===== src/rtl/game_move_ctrl.sv =====
// Player-movement controller: debounced buttons drive a clamped sprite position updated once per frame.
// Optional build macro MOVE_ACCEL_EN enables hold-to-accelerate (double step after HOLD_FRAMES moving frames).
module game_move_ctrl #(
    parameter int H_RES      = 640,
    parameter int V_RES      = 480,
    parameter int SPRITE_W   = 16,
    parameter int SPRITE_H   = 16,
    parameter int STEP       = 2,
    parameter int START_X    = 312,
    parameter int START_Y    = 232,
    parameter int DEB_CYCLES = 250000
`ifdef MOVE_ACCEL_EN
    ,
    parameter int HOLD_FRAMES = 30
`endif
) (
    input  logic       dclk,
    input  logic       rst_n,
    input  logic       btnUp,
    input  logic       btnDown,
    input  logic       btnLeft,
    input  logic       btnRight,
    input  logic       frame_tick,
    output logic [9:0] player_x,
    output logic [9:0] player_y,
    output logic       pos_valid,
    output logic       moving,
    output logic [3:0] btn_state
);

    localparam int          CW       = (DEB_CYCLES > 1) ? $clog2(DEB_CYCLES) : 1;
    localparam logic [CW-1:0] CNT_LAST = CW'(DEB_CYCLES - 1);
    localparam logic [10:0] X_MAX    = 11'(H_RES - SPRITE_W);
    localparam logic [10:0] Y_MAX    = 11'(V_RES - SPRITE_H);

    typedef enum logic [1:0] {IDLE, SAMPLE, UPDATE, PUBLISH} state_t;

    state_t        state_r, state_s;
    logic [3:0]    btn_raw_s;
    logic [3:0]    sync1_r, sync2_r, deb_r;
    logic [CW-1:0] cnt_r [4];
    logic [3:0]    dir_r;
    logic [9:0]    player_x_r, player_y_r;
    logic          pos_valid_r, moving_r;
    logic [10:0]   step_s, x_cur_s, y_cur_s, nx_s, ny_s;

    assign btn_raw_s = {btnUp, btnDown, btnLeft, btnRight};

    // Two-flop synchronisers for the asynchronous buttons
    always_ff @(posedge dclk or negedge rst_n) begin
        if (!rst_n) begin
            sync1_r <= 4'b0000;
            sync2_r <= 4'b0000;
        end else begin
            sync1_r <= btn_raw_s;
            sync2_r <= sync1_r;
        end
    end

    // Per-button debounce: level flips only after DEB_CYCLES consecutive differing samples
    always_ff @(posedge dclk or negedge rst_n) begin
        if (!rst_n) begin
            deb_r <= 4'b0000;
            for (int i = 0; i < 4; i++) cnt_r[i] <= '0;
        end else begin
            for (int i = 0; i < 4; i++) begin
                if (sync2_r[i] == deb_r[i]) begin
                    cnt_r[i] <= '0;
                end else if (cnt_r[i] == CNT_LAST) begin
                    deb_r[i] <= sync2_r[i];
                    cnt_r[i] <= '0;
                end else begin
                    cnt_r[i] <= cnt_r[i] + CW'(1);
                end
            end
        end
    end

    // FSM state register
    always_ff @(posedge dclk or negedge rst_n) begin
        if (!rst_n) state_r <= IDLE;
        else        state_r <= state_s;
    end

    // FSM next-state logic; ticks outside IDLE are dropped
    always_comb begin
        state_s = state_r;
        case (state_r)
            IDLE:    if (frame_tick) state_s = SAMPLE; else state_s = IDLE;
            SAMPLE:  state_s = UPDATE;
            UPDATE:  state_s = PUBLISH;
            PUBLISH: state_s = IDLE;
            default: state_s = IDLE;
        endcase
    end

`ifdef MOVE_ACCEL_EN
    logic [5:0] hold_r;
    logic [3:0] prev_dir_r;

    assign step_s = ({26'd0, hold_r} >= 32'(HOLD_FRAMES)) ? 11'(2 * STEP) : 11'(STEP);

    // Hold counter: the count includes the current frame, so a new direction starts at one
    always_ff @(posedge dclk or negedge rst_n) begin
        if (!rst_n) begin
            hold_r     <= 6'd0;
            prev_dir_r <= 4'b0000;
        end else if (state_r == PUBLISH) begin
            prev_dir_r <= dir_r;
            if (!moving_r)               hold_r <= 6'd0;
            else if (dir_r != prev_dir_r) hold_r <= 6'd1;
            else if (hold_r != 6'd63)    hold_r <= hold_r + 6'd1;
            else                         hold_r <= hold_r;
        end
    end
`else
    assign step_s = 11'(STEP);
`endif

    // Clamped next position in 11 bits so neither edge can wrap
    always_comb begin
        x_cur_s = {1'b0, player_x_r};
        y_cur_s = {1'b0, player_y_r};
        nx_s    = x_cur_s;
        ny_s    = y_cur_s;
        if (dir_r[1]) begin
            if (x_cur_s < step_s) nx_s = 11'd0;
            else                  nx_s = x_cur_s - step_s;
        end else if (dir_r[0]) begin
            if (x_cur_s + step_s > X_MAX) nx_s = X_MAX;
            else                          nx_s = x_cur_s + step_s;
        end else begin
            nx_s = x_cur_s;
        end
        if (dir_r[3]) begin
            if (y_cur_s < step_s) ny_s = 11'd0;
            else                  ny_s = y_cur_s - step_s;
        end else if (dir_r[2]) begin
            if (y_cur_s + step_s > Y_MAX) ny_s = Y_MAX;
            else                          ny_s = y_cur_s + step_s;
        end else begin
            ny_s = y_cur_s;
        end
    end

    // Direction latch, position update and publish flags
    always_ff @(posedge dclk or negedge rst_n) begin
        if (!rst_n) begin
            dir_r       <= 4'b0000;
            player_x_r  <= 10'(START_X);
            player_y_r  <= 10'(START_Y);
            pos_valid_r <= 1'b0;
            moving_r    <= 1'b0;
        end else begin
            pos_valid_r <= (state_r == UPDATE);
            if (state_r == SAMPLE) begin
                dir_r <= {deb_r[3] & ~deb_r[2], deb_r[2] & ~deb_r[3],
                          deb_r[1] & ~deb_r[0], deb_r[0] & ~deb_r[1]};
            end
            if (state_r == UPDATE) begin
                player_x_r <= nx_s[9:0];
                player_y_r <= ny_s[9:0];
                moving_r   <= (nx_s != x_cur_s) || (ny_s != y_cur_s);
            end
        end
    end

    assign player_x  = player_x_r;
    assign player_y  = player_y_r;
    assign pos_valid = pos_valid_r;
    assign moving    = moving_r;
    assign btn_state = deb_r;

endmodule


===== config.mk =====
export PLATFORM = sky130hd
export DESIGN_NAME = game_move_ctrl
export DESIGN_NICKNAME = d
export VERILOG_FILES = /design/src/rtl/game_move_ctrl.sv
export SDC_FILE = /design/constraint.sdc
export NUM_CORES = 1
export LEC_CHECK = 0
export BUFFER_PORTS_ARGS = -buffer_cell sky130_fd_sc_hd__buf_2
export CAP_MARGIN = 20
export CORE_AREA = 10 10 163 165
export DETAILED_ROUTE_END_ITERATION = 6
export DIE_AREA = 0 0 173 175
export HOLD_SLACK_MARGIN = 0.15
export PLACE_DENSITY = 0.49
export SLEW_MARGIN = 10
export SYNTH_ARGS = -nofsm -noshare
export SYNTH_HDL_FRONTEND = slang
export SYNTH_SLANG_ARGS = --single-unit

===== constraint.sdc =====
create_clock -name dclk -period 3.1 [get_ports dclk]
set_input_delay 0.775 -clock dclk [delete_from_list [all_inputs] [get_ports dclk]]
set_output_delay 0.775 -clock dclk [all_outputs]
set_load 0.005 [all_outputs]

After elaboration in Yosys (flattened, before gate mapping)
Index checks and enable logic that the tools add are counted.
{"block": "op_classes", "eq_ne": 13, "n_mux": 18, "reduce_logical": 6, "n_addsub": 8, "order_cmp": 4, "n_bitwise": 12}
{"op": "$mux 18", "count": 8}
{"op": "$mux 11", "count": 8}
{"op": "$add 18x1->18 const B", "count": 4}
{"op": "$eq 18x18->1 const B", "count": 4}
{"op": "$add 10x2->11 const B", "count": 2}
{"op": "$ne 11x10->1", "count": 2}
{"op": "$sub 10x2->11 const B", "count": 2}
{"op": "$lt 10x2->1 const B", "count": 2}
{"op": "$gt 11x10->1 const B", "count": 1}
{"op": "$gt 11x9->1 const B", "count": 1}
{"op": "$not 1->1", "count": 8}
{"op": "$pmux 2 s4", "count": 1}
{"op": "$reduce_and 2->1", "count": 4}
{"op": "$and 1x1->1", "count": 4}
{"op": "$eq 1x1->1", "count": 4}
{"op": "$eq 2x2->1 const B", "count": 2}
{"op": "$eq 2x1->1 const B", "count": 1}
{"op": "$logic_not 2->1", "count": 1}
{"op": "$logic_or 1x1->1", "count": 1}
{"op": "$mux 1", "count": 1}
{"block": "totals", "input_bits": 7, "reg_bits": 112}

Depth between registers and ports, before layout
Gate-level depths: netlist (run 1).
{"block": "logic_depth", "depth_word": 7, "ltp_mapped": 12, "ltp_nobuf": 11}

Worst setup path before layout (run 1)
OpenSTA, ideal clock, no wires.
{"block": "synth_path", "path_type": "register to register", "from": "register player_y_r[2] (netlist: player_y[2])", "to": "register moving_r (netlist: moving)", "arrival_time_ns": 2.598, "n_path_buf": 1, "setup_time_ns": 0.131, "path_stages_with_launch": 13, "setup_slack_ns": 0.370, "path_cell_list": "dfrtp_1 clkbuf_1 inv_1 ha_1 or4b_2 nor2_1 o31ai_1 a31oi_1 nand3_1 nor4_1 nand3_1 a211oi_1 a31oi_1"}
{"block": "synth_between", "elab_chain_cells": 7, "word_cells_on_any_way": 10, "classes_between": "add/sub (2); order compare (2); eq/ne (1); mux (4); reduce/logical (1)"}
{"item": "start, declared", "line": "43", "rtl": "logic [9:0] player_x_r, player_y_r;"}
{"item": "start signal, assigned", "line": "151", "rtl": "player_y_r <= 10'(START_Y);"}
{"item": "start signal, assigned", "line": "162", "rtl": "player_y_r <= ny_s[9:0];"}
{"item": "$add 10x2->11", "line": "139, 140"}
{"item": "$gt 11x9->1", "line": "139", "rtl": "if (y_cur_s + step_s > Y_MAX) ny_s = Y_MAX;"}
{"item": "$mux 11", "line": "139"}
{"item": "$mux 11", "line": "138", "rtl": "end else if (dir_r[2]) begin"}
{"item": "$mux 11", "line": "135", "rtl": "if (dir_r[3]) begin"}
{"item": "$ne 11x10->1 (*)", "line": "163", "rtl": "moving_r <= (nx_s != x_cur_s) || (ny_s != y_cur_s);"}
{"item": "$logic_or 1x1->1 (*)", "line": "163"}
{"item": "end signal, assigned", "line": "163"}
{"item": "end, declared", "line": "44", "rtl": "logic pos_valid_r, moving_r;"}
Every way passes the cells marked *; elsewhere a longest branch is shown, timed or not.
A chain may end at the register's enable or synchronous reset.

Worst setup path after layout (run 1)
{"block": "layout_path", "from": "register player_x_r[3] (netlist: player_x[3])", "to": "register moving_r (netlist: moving)"}
{"block": "layout_between", "elab_chain_cells": 7, "word_cells_on_any_way": 10, "classes_between": "add/sub (2); order compare (2); eq/ne (1); mux (4); reduce/logical (1)"}
{"item": "start, declared", "line": "43"}
{"item": "start signal, assigned", "line": "150", "rtl": "player_x_r <= 10'(START_X);"}
{"item": "start signal, assigned", "line": "161", "rtl": "player_x_r <= nx_s[9:0];"}
{"item": "$add 10x2->11", "line": "130, 131"}
{"item": "$gt 11x10->1", "line": "130", "rtl": "if (x_cur_s + step_s > X_MAX) nx_s = X_MAX;"}
{"item": "$mux 11", "line": "130"}
{"item": "$mux 11", "line": "129", "rtl": "end else if (dir_r[0]) begin"}
{"item": "$mux 11", "line": "126", "rtl": "if (dir_r[1]) begin"}
{"item": "$ne 11x10->1 (*)", "line": "163"}
{"item": "$logic_or 1x1->1 (*)", "line": "163"}
Marked as above.

==> results.cfg, run 1 <==
[timing]
drv_slew = 0
setup_viol = 0
period_share = 0.948
period_needed_ns = 2.94
clock_skew_ns = 0.00793
setup_tns_ns = 0
worst_slack_ns = 0.161
fmax_mhz = 340
finalHoldViolCount = 0
max-slew-margin-rel = 0.525
worst_pin_slew_ns = 0.712
rsz0062_at_grt = false

[global_route]
grt-ovfl-total = 0
gr-usage-all-layers = 0.118
grt_max_degree = 40
grt_pass1_vias = 5696
antenna_found_initial = 0
grt_pass1_wl_mm = 29.7

[die]
row_count = 56
core_area_um2 = 23300
io_pins = 33
initial_core_util = 0.294
die_w_um = 173
fp.dieH_um = 175
die-area_um2 = 30300

[layout]
final_cells = 1144
multiInputGateArea_um2 = 3670
fin_area_um2 = 7740
num-fill-cells = 2520
area_delta_synth_final_pct = 13.1
seq_area_um2 = 2810
n_antenna_cell = 0
final_nets = 838
drive_above_1_share = 0.159

[critical_path]
reg2reg_slack_ns = 0.16
endpoint_kind = flop
path_max_fanout = 21
arrival_ns = 3.17
critPathLaunchType = flop
required_ns = 3.33
crit_chain = nand3_1 > or4_1 > a41oi_4 > mux2i_1 > a2bb2oi_1 > nand4_1 > a211oi_1 > a31oi_1
path_class = flop to flop
cpMaxStageDelayCell = dfstp_2
cpPeakStageDelay_ns = 0.77

[clock_network]
clockRootBuffer = clkbuf_16
clkLatencyLatePin_ns = 0.36
clk_pin_slew_ns = 0.08
cts_buffers = 9
cts_buffer_depth = 2
h-tree-depth = 3
postCtsHoldBufs = 0
clock_sinks = 112
post_cts_buffers = 0
tritoncts = built
ctsResizeCount = 0

[route]
ant_nets = 0
drcViolationCount = 0
wl_per_cell_um = 15.4
wl_mm = 17.7
vias_per_cell = 5.05
drt_iter0_markers = 483
first_pass_iters = 5
num_vias = 5774

[power_and_ir_drop]
p_leak_nw = 3.11
vdd_ir_drop_max_v = 0.000337
p_total_mw = 3.22
p_per_area_nw_per_um2 = 416

[place]
place_hpwl_mm = 12.8
placed_cell_area_um2 = 7420
gp_congestion = 0.923
port-buffer-count = 32
dp.cells = 1128
pre_cts_ws_ns = 0.149

[synth]
synthCells = 781
synth_top_flop_cell = dfrtp_1
yosysSeqAreaShare = 0.411
synth_edf_count = 0
syn_avg_cell_area_um2 = 8.77
ys_seq_elements = 112
synth_area_um2 = 6850
ys.warnings.count = 0
synth_nets = 799
async_flop_share = 1.00
synth.distinct_cells = 80

[worst_hold_path]
hold_path_class = primary input to asynchronous set/reset pin

[job]
maxCapViolCount = 0

[outcome]
status = completed
## power by group
group          total (mW)  switching, mW  leakage (nW)  internal, mW
clock                1.16          0.596         0.139         0.569
sequential           1.56         0.0445          1.49          1.51
combinational       0.501          0.336          1.48         0.165
total                3.22          0.976          3.11          2.25
## worst max-delay path, delay by kind of cell (launching register included)
kind	cells	cell delay, ns
muxes	1	0.23
DFF	1	0.77
and+or+nand+nor	3	0.85
AOI/OAI and AO/OA	4	0.96
## registers in the layout (all words and copies together), names as in the netlist
register / cells
btn_state: 4
player_x: 10
state_r: 2
pos_valid: 1
cnt_r: 72
moving: 1
sync2_r: 4
sync1_r: 4
dir_r: 4
player_y: 10
## layout make-up
class	instances	area share
multi-input combinational	601	0.474
sequential	112	0.363
timing repair buffer	72	0.0614
tap	319	0.0515
clock buffer	9	0.0291
inverter	24	0.0116
clock inverter	7	0.00953
## cells in the final DEF (no fill, tap or decap), types with 6 or more instances in the layout
cell type,synthesis,layout
a21oi_1,26,26
a31oi_1,12,12
and3_1,19,19
buf_2,6,31
buf_4,1,40
clkbuf_16,0,9
dfrtp_1,104,104
dfstp_2,8,8
ha_1,11,10
inv_1,23,22
mux2_2,7,7
nand2_1,82,82
nand2b_1,7,7
nand3_1,40,40
nand3b_1,7,7
nand4_1,20,20
nor2_1,114,112
nor2b_1,7,7
nor3_1,15,15
nor4_1,12,12
o21ai_0,46,46
o31ai_1,6,6
or3_1,9,9
xnor2_1,32,32
xor2_1,37,37
## final timing paths
check / start / endpoint / depth (start not counted)
hold reg to reg: sync1_r[0] / sync2_r[0] / 0
min in group dclk: sync1_r[0] / sync2_r[0] / 0
hold / removal: rst_n / cnt_r[37] / 1
max in group asynchronous: rst_n / player_y[3] / 2
setup / recovery: player_x[3] / moving / 8
setup reg to reg: player_x[3] / moving / 8
## Yosys cell counts (all sizes together), types with 8 or more instances
cell type / count / area, um^2
nor4: 12 / 75.1
nand2: 82 / 308
clkbuf: 32 / 194
or3: 10 / 63.8
inv: 23 / 86.3
dfstp: 8 / 210
xnor2: 32 / 280
a21oi: 26 / 130
a31oi: 12 / 75.1
ha: 11 / 138
xor2: 37 / 324
buf: 11 / 75.1
o21ai: 46 / 230
nand3: 41 / 210
nor3: 15 / 75.1
and3: 23 / 149
nand4: 20 / 125
dfrtp: 104 / 2600
nor2: 114 / 428
## layer usage
layer | share of wire | track usage | routed length (um) | vias up
li1 | - | - | - | 2836
met1 | 0.48 | 0.156 | 8480 | 2744
met2 | 0.45 | 0.184 | 7910 | 158
met3 | 0.047 | 0.0248 | 823 | 36
met4 | 0.026 | 0.0449 | 461 | 0
met5 | 0 | 0 | 0 | -
## stage by stage
step	hold slack, ns	util
after floorplan	0.331	-
after global placement	0.332	0.319
after detailed placement	0.336	0.319
after CTS	0.357	0.332
after global routing	0.365	0.333
final	0.347	0.333
## cell families after synthesis
family          share of synthesized area
simple gates                        0.268
compound gates                      0.140
flops                               0.411
xor+xnor                           0.0883
buf+inv                            0.0572
fa+ha+maj                          0.0201
mux                                0.0159
No activity file was read; power rests on OpenSTA's default activity.
==> inputs of run 2 (changes only) <==
--- a/config.mk
+++ b/config.mk
@@ -10,7 +10,7 @@
 export CORE_AREA = 10 10 163 165
 export DETAILED_ROUTE_END_ITERATION = 6
 export DIE_AREA = 0 0 173 175
-export HOLD_SLACK_MARGIN = 0.15
+export HOLD_SLACK_MARGIN = 0.03
 export PLACE_DENSITY = 0.49
 export SLEW_MARGIN = 10
 export SYNTH_ARGS = -nofsm -noshare
==> constraint.sdc (replaced) <==
create_clock -name dclk -period 3.3 [get_ports dclk]
set_input_delay 0.825 -clock dclk [delete_from_list [all_inputs] [get_ports dclk]]
set_output_delay 0.825 -clock dclk [all_outputs]
set_load 0.005 [all_outputs]
==> run 2 against run 1 <==
Net effect:
- global-route usage down 0.24 points
- routed wire length down 1.6%
- count of clock-buffer cells in the layout up 1
- worst setup slack better by 0.11 ns
- die area unchanged
- largest cell class unchanged
==> results.cfg, run 2 (synthesis gave the netlist of run 1 again) <==
[power_and_ir_drop]
p_leak_nw = 3.05
p_per_area_nw_per_um2 = 402
p_sw_uw = 885
vdd_ir_drop_max_v = 0.000270
switching_share = 0.289
p_seq_frac = 0.476
internal-power_mw = 2.18
power_frac_comb = 0.146
clkPwrFrac = 0.378

[timing]
drv_slew = 0
worst_pin_slew_ns = 0.729
clock_skew_ns = 0.0133
rsz0062_at_grt = false
fmax_mhz = 331
hold_slack_ns = 0.280
finalHoldViolCount = 0
period_share = 0.917
max-slew-margin-rel = 0.511
setup_viol = 0
setup_tns_ns = 0
period_needed_ns = 3.02

[layout]
final_nets = 823
num-fill-cells = 2479
mostFrequentLayoutCell = nor2_1
post-route-util = 0.328
n_antenna_cell = 0
fin_area_um2 = 7620
area_delta_synth_final_pct = 11.3
final_cell_mix = nor2_1, dfrtp_1, nand2_1, o21ai_0, nand3_1
largest_reg_flops = 72
multiInputGateArea_um2 = 3650
drive_above_1_share = 0.141
seq_area_um2 = 2810
top_register = cnt_r
final_cells = 1129

[die]
die-area_um2 = 30300
initial_core_util = 0.294
io_pins = 33
core_area_um2 = 23300
row_count = 56
fp.dieH_um = 175
die_w_um = 173

[clock_network]
tritoncts = built
post_cts_buffers = 0
postCtsHoldBufs = 0
clk_pin_slew_ns = 0.08
cts_buffers = 9
clock_sinks = 112
h-tree-depth = 3
clockRootBuffer = clkbuf_16
cts_buffer_depth = 2
clkLatencyLatePin_ns = 0.35
ctsResizeCount = 0

[critical_path]
r2r-end = player_x[3]
crit_chain = inv_1 > ha_1 > or4_1 > o211ai_1 > a41oi_2 > a21oi_1 > nand2_1 > nor3b_1 > o21ai_0 > o311ai_0
cpPeakStageDelay_ns = 0.49
arrival_ns = 3.26
critPathLaunchType = flop
crit_path_end = player_x[3]
path_class = flop to flop
r2r_cells = 10
r2r_start = player_x[1]
path_max_fanout = 8
reg2reg_slack_ns = 0.28
endpoint_kind = flop
required_ns = 3.54
crit_path_start = player_x[1]
cpMaxStageDelayCell = or4_1

[route]
drt_iter0_markers = 421
vias_per_cell = 5.05
ant_nets = 0
first_pass_iters = 5
drcViolationCount = 0
wl_mm = 17.4
wl_per_cell_um = 15.4
num_vias = 5703

[place]
port-buffer-count = 32
placed_cell_area_um2 = 7310
gp_congestion = 0.890
place_hpwl_mm = 12.6
dp.cells = 1113

[global_route]
grt_max_degree = 45
grt_pass1_wl_mm = 29.4
grt-ovfl-total = 0
antenna_found_initial = 0
grt_pass1_vias = 5629
gr-usage-all-layers = 0.115

[job]
maxCapViolCount = 0

[outcome]
status = completed

[worst_hold_path]
hold_path_class = primary input to asynchronous set/reset pin
==> run 2: worst min-delay path by stage <==
stage / startpoint / endpoint / slack, ns / depth (start not counted)
final: rst_n / cnt_r[37] / 0.28 / 1
after detailed placement: sync1_r[0] / sync2_r[0] / 0.34 / 0
after global routing: rst_n / cnt_r[37] / 0.27 / 1
after global placement: sync1_r[1] / sync2_r[1] / 0.33 / 0
after floorplan: sync1_r[0] / sync2_r[0] / 0.33 / 0
after CTS: rst_n / cnt_r[37] / 0.27 / 1
==> run 2: power groups by stage <==
stage / Combinational (mW) / Sequential [mW] / Clock [mW]
final: 0.447 / 1.46 / 1.16
after global routing: 0.510 / 1.47 / 1.26
after CTS: 0.453 / 1.46 / 1.20
after detailed placement: 0.452 / 1.49 / 0
after global placement: 0.457 / 1.49 / 0
after floorplan: 0.302 / 1.47 / 0
==> run 2: area by class of cell <==
class	count	share of cell area
Clock buffer	10	0.0313
Timing Repair Buffer	57	0.0476
Multi-Input combinational cell	601	0.478
Tap cell	319	0.0523
Inverter	24	0.0118
Sequential cell	112	0.369
Clock inverter	6	0.00968
==> run 2: metrics by stage <==
stage	total power [mW]	setup slack, ns
6_report	3.07	0.275
5_1_grt	3.24	0.0499
4_1_cts	3.12	0.230
3_5_place_dp	1.94	0.240
3_3_place_gp	1.95	0.346
2_1_floorplan	1.77	0.570
==> run 2: per-layer routing <==
layer | track usage | vias to the layer above | wire length (um)
met5 | 0 | - | 0
met4 | 0.0481 | 0 | 433
met3 | 0.0147 | 31 | 634
met2 | 0.178 | 158 | 7710
met1 | 0.159 | 2717 | 8610
li1 | - | 2797 | -
==> run 2: worst max-delay path: cells and delay by family, from the launching register on <==
family          cells  cell delay [ns]
compound gates      5             1.03
fa+ha+maj           1             0.41
buf+inv             1             0.12
flops               1             0.48
simple gates        3             0.87
==> inputs of run 3 (changes only) <==
--- a/config.mk
+++ b/config.mk
@@ -11,7 +11,8 @@
 export DETAILED_ROUTE_END_ITERATION = 6
 export DIE_AREA = 0 0 173 175
 export HOLD_SLACK_MARGIN = 0.03
-export PLACE_DENSITY = 0.49
+export PLACE_DENSITY = 0.51
+export SKIP_CTS_REPAIR_TIMING = 1
 export SLEW_MARGIN = 10
 export SYNTH_ARGS = -nofsm -noshare
 export SYNTH_HDL_FRONTEND = slang
==> constraint.sdc (replaced) <==
create_clock -name dclk -period 2.6 [get_ports dclk]
set_input_delay 0.65 -clock dclk [delete_from_list [all_inputs] [get_ports dclk]]
set_output_delay 0.65 -clock dclk [all_outputs]
set_load 0.005 [all_outputs]
==> run 3 against run 2 <==
Net effect:
- final area increased by 9.5%
- core utilization is 3.1 points higher
- hold slack got worse by 0.12 ns
- sequential share of layout area fell by 3.1 points
- clock skew decreased by 0.0083 ns
- first-iteration DRC count fell by 4.0%
- worst setup slack worse by 0.25 ns
- critical endpoint is now player_x[2]
- largest power group unchanged
==> results.cfg, run 3 (synthesis gave the netlist of run 1 again) <==
[critical_path]
r2r_cells = 12
reg2reg_slack_ns = 0.02
path_class = flop to flop
required_ns = 2.88
r2r_start = player_x[2]
path_max_fanout = 6
endpoint_kind = flop
critPathLaunchType = flop
r2r-end = player_x[2]
arrival_ns = 2.86

[layout]
top_register = cnt_r
final_nets = 892
post-route-util = 0.359
final_cell_mix = nor2_1, dfrtp_1, buf_4, nand2_1
seq_area_um2 = 2820
mostFrequentLayoutCell = nor2_1
num-fill-cells = 2452
largest_reg_flops = 72
drive_above_1_share = 0.246
multiInputGateArea_um2 = 3850
n_antenna_cell = 0
area_delta_synth_final_pct = 21.9

[global_route]
antenna_found_initial = 0
grt_max_degree = 53
grt-ovfl-total = 0
grt_pass1_wl_mm = 30.5
grt_pass1_vias = 5866
gr-usage-all-layers = 0.121

[route]
vias_per_cell = 4.97
first_pass_iters = 5
ant_nets = 0
num_vias = 5944
drcViolationCount = 0
wl_per_cell_um = 15.5
drt_iter0_markers = 404
wl_mm = 18.5

[place]
place_hpwl_mm = 13.5
port-buffer-count = 32
gp_congestion = 0.922

[clock_network]
clockRootBuffer = clkbuf_16
clk_pin_slew_ns = 0.07
tritoncts = built
clock_sinks = 112
cts_buffers = 9
h-tree-depth = 3
cts_buffer_depth = 2
clkLatencyLatePin_ns = 0.35

[timing]
max-slew-margin-rel = 0.447
hold_slack_ns = 0.160
setup_viol = 0
drv_slew = 0
rsz0062_at_grt = true
worst_pin_slew_ns = 0.823
clock_skew_ns = 0.00494
period_needed_ns = 2.58
period_share = 0.992
fmax_mhz = 388
finalHoldViolCount = 0

[power_and_ir_drop]
p_per_area_nw_per_um2 = 465
p_seq_frac = 0.476
internal-power_mw = 2.73
power_frac_comb = 0.184
clkPwrFrac = 0.340
switching_share = 0.297
p_leak_nw = 3.40
p_sw_mw = 1.15
vdd_ir_drop_max_v = 0.000351

[worst_hold_path]
hold_path_class = primary input to asynchronous set/reset pin

[die]
io_pins = 33
die_w_um = 173
row_count = 56
fp.dieH_um = 175
die-area_um2 = 30300
initial_core_util = 0.294
core_area_um2 = 23300

[outcome]
status = completed

[job]
maxCapViolCount = 0
## run 3: cell types whose count changed in the layout (fill, tap and decap cells not counted), moves of 4 or more
| cell | before | now |
|---|---|---|
| o21ai_1 | 0 | 5 |
| ha_1 | 11 | 7 |
| dfrtp_1 | 104 | 100 |
| o21ai_0 | 46 | 40 |
| buf_4 | 25 | 88 |
| buf_6 | 0 | 4 |
| inv_1 | 23 | 19 |
| inv_2 | 0 | 4 |
| dfrtp_2 | 0 | 4 |
## run 3: how the worst max path moves through the flow
stage	start	end	slack, ns	cells after the start
2_1_floorplan	player_x[2]	moving	0.008	11
3_3_place_gp	player_y[3]	player_y[2]	-0.03	9
3_5_place_dp	player_y[3]	player_y[2]	-0.08	9
4_1_cts	player_y[3]	player_y[2]	-0.1	9
5_1_grt	player_x[2]	player_x[2]	-0.07	12
6_report	player_x[2]	player_x[2]	0.02	12
## run 3: layout make-up
| cell class | instances | area share |
|---|---|---|
| Multi-Input combinational cell | 601 | 0.461 |
| Sequential cell | 112 | 0.338 |
| Timing Repair Buffer | 126 | 0.110 |
| Tap cell | 319 | 0.0478 |
| Clock buffer | 10 | 0.0274 |
| Inverter | 24 | 0.0108 |
| Clock inverter | 5 | 0.00510 |
## run 3: power by group through the flow
stage / Sequential [mW] / Clock [mW] / Combinational (mW)
finish: 1.85 / 1.32 / 0.715
global placement: 1.87 / 0 / 0.670
detailed placement: 1.88 / 0 / 0.667
CTS: 1.84 / 1.38 / 0.668
floorplan: 1.87 / 0 / 0.395
global route: 1.86 / 1.45 / 0.796
## run 3: worst max-delay path, cell delays in order (launching register included)
cell and delay [ns]:
dfrtp_2 0.45, inv_2 0.09, ha_4 0.20, or4_4 0.47, o211ai_1 0.11, buf_4 0.16
a41oi_4 0.14, buf_6 0.16, a21oi_4 0.17, and3_1 0.17, a21oi_1 0.04, o221a_2 0.24
a21oi_2 0.09
## run 3: routing by layer
metal | vias up | part of all wire | global-route usage
li1 | 2932 | - | -
met2 | 142 | 0.46 | 0.195
met5 | - | 0 | 0
met1 | 2851 | 0.48 | 0.160
met4 | 0 | 0.013 | 0.0331
met3 | 19 | 0.045 | 0.0265
## run 3: metrics by stage
step	cells	total power, mW	setup TNS (ns)	instance area (um^2)	setup slack [ns]
2_1_floorplan	781	2.26	0	6870	0.00771
3_3_place_gp	1172	2.54	-0.0311	7770	-0.0286
3_5_place_dp	1172	2.54	-0.204	7770	-0.0793
4_1_cts	1187	3.89	-0.393	8040	-0.0964
5_1_grt	1197	4.11	-0.300	8350	-0.0743
6_report	1197	3.88	0	8350	0.0212
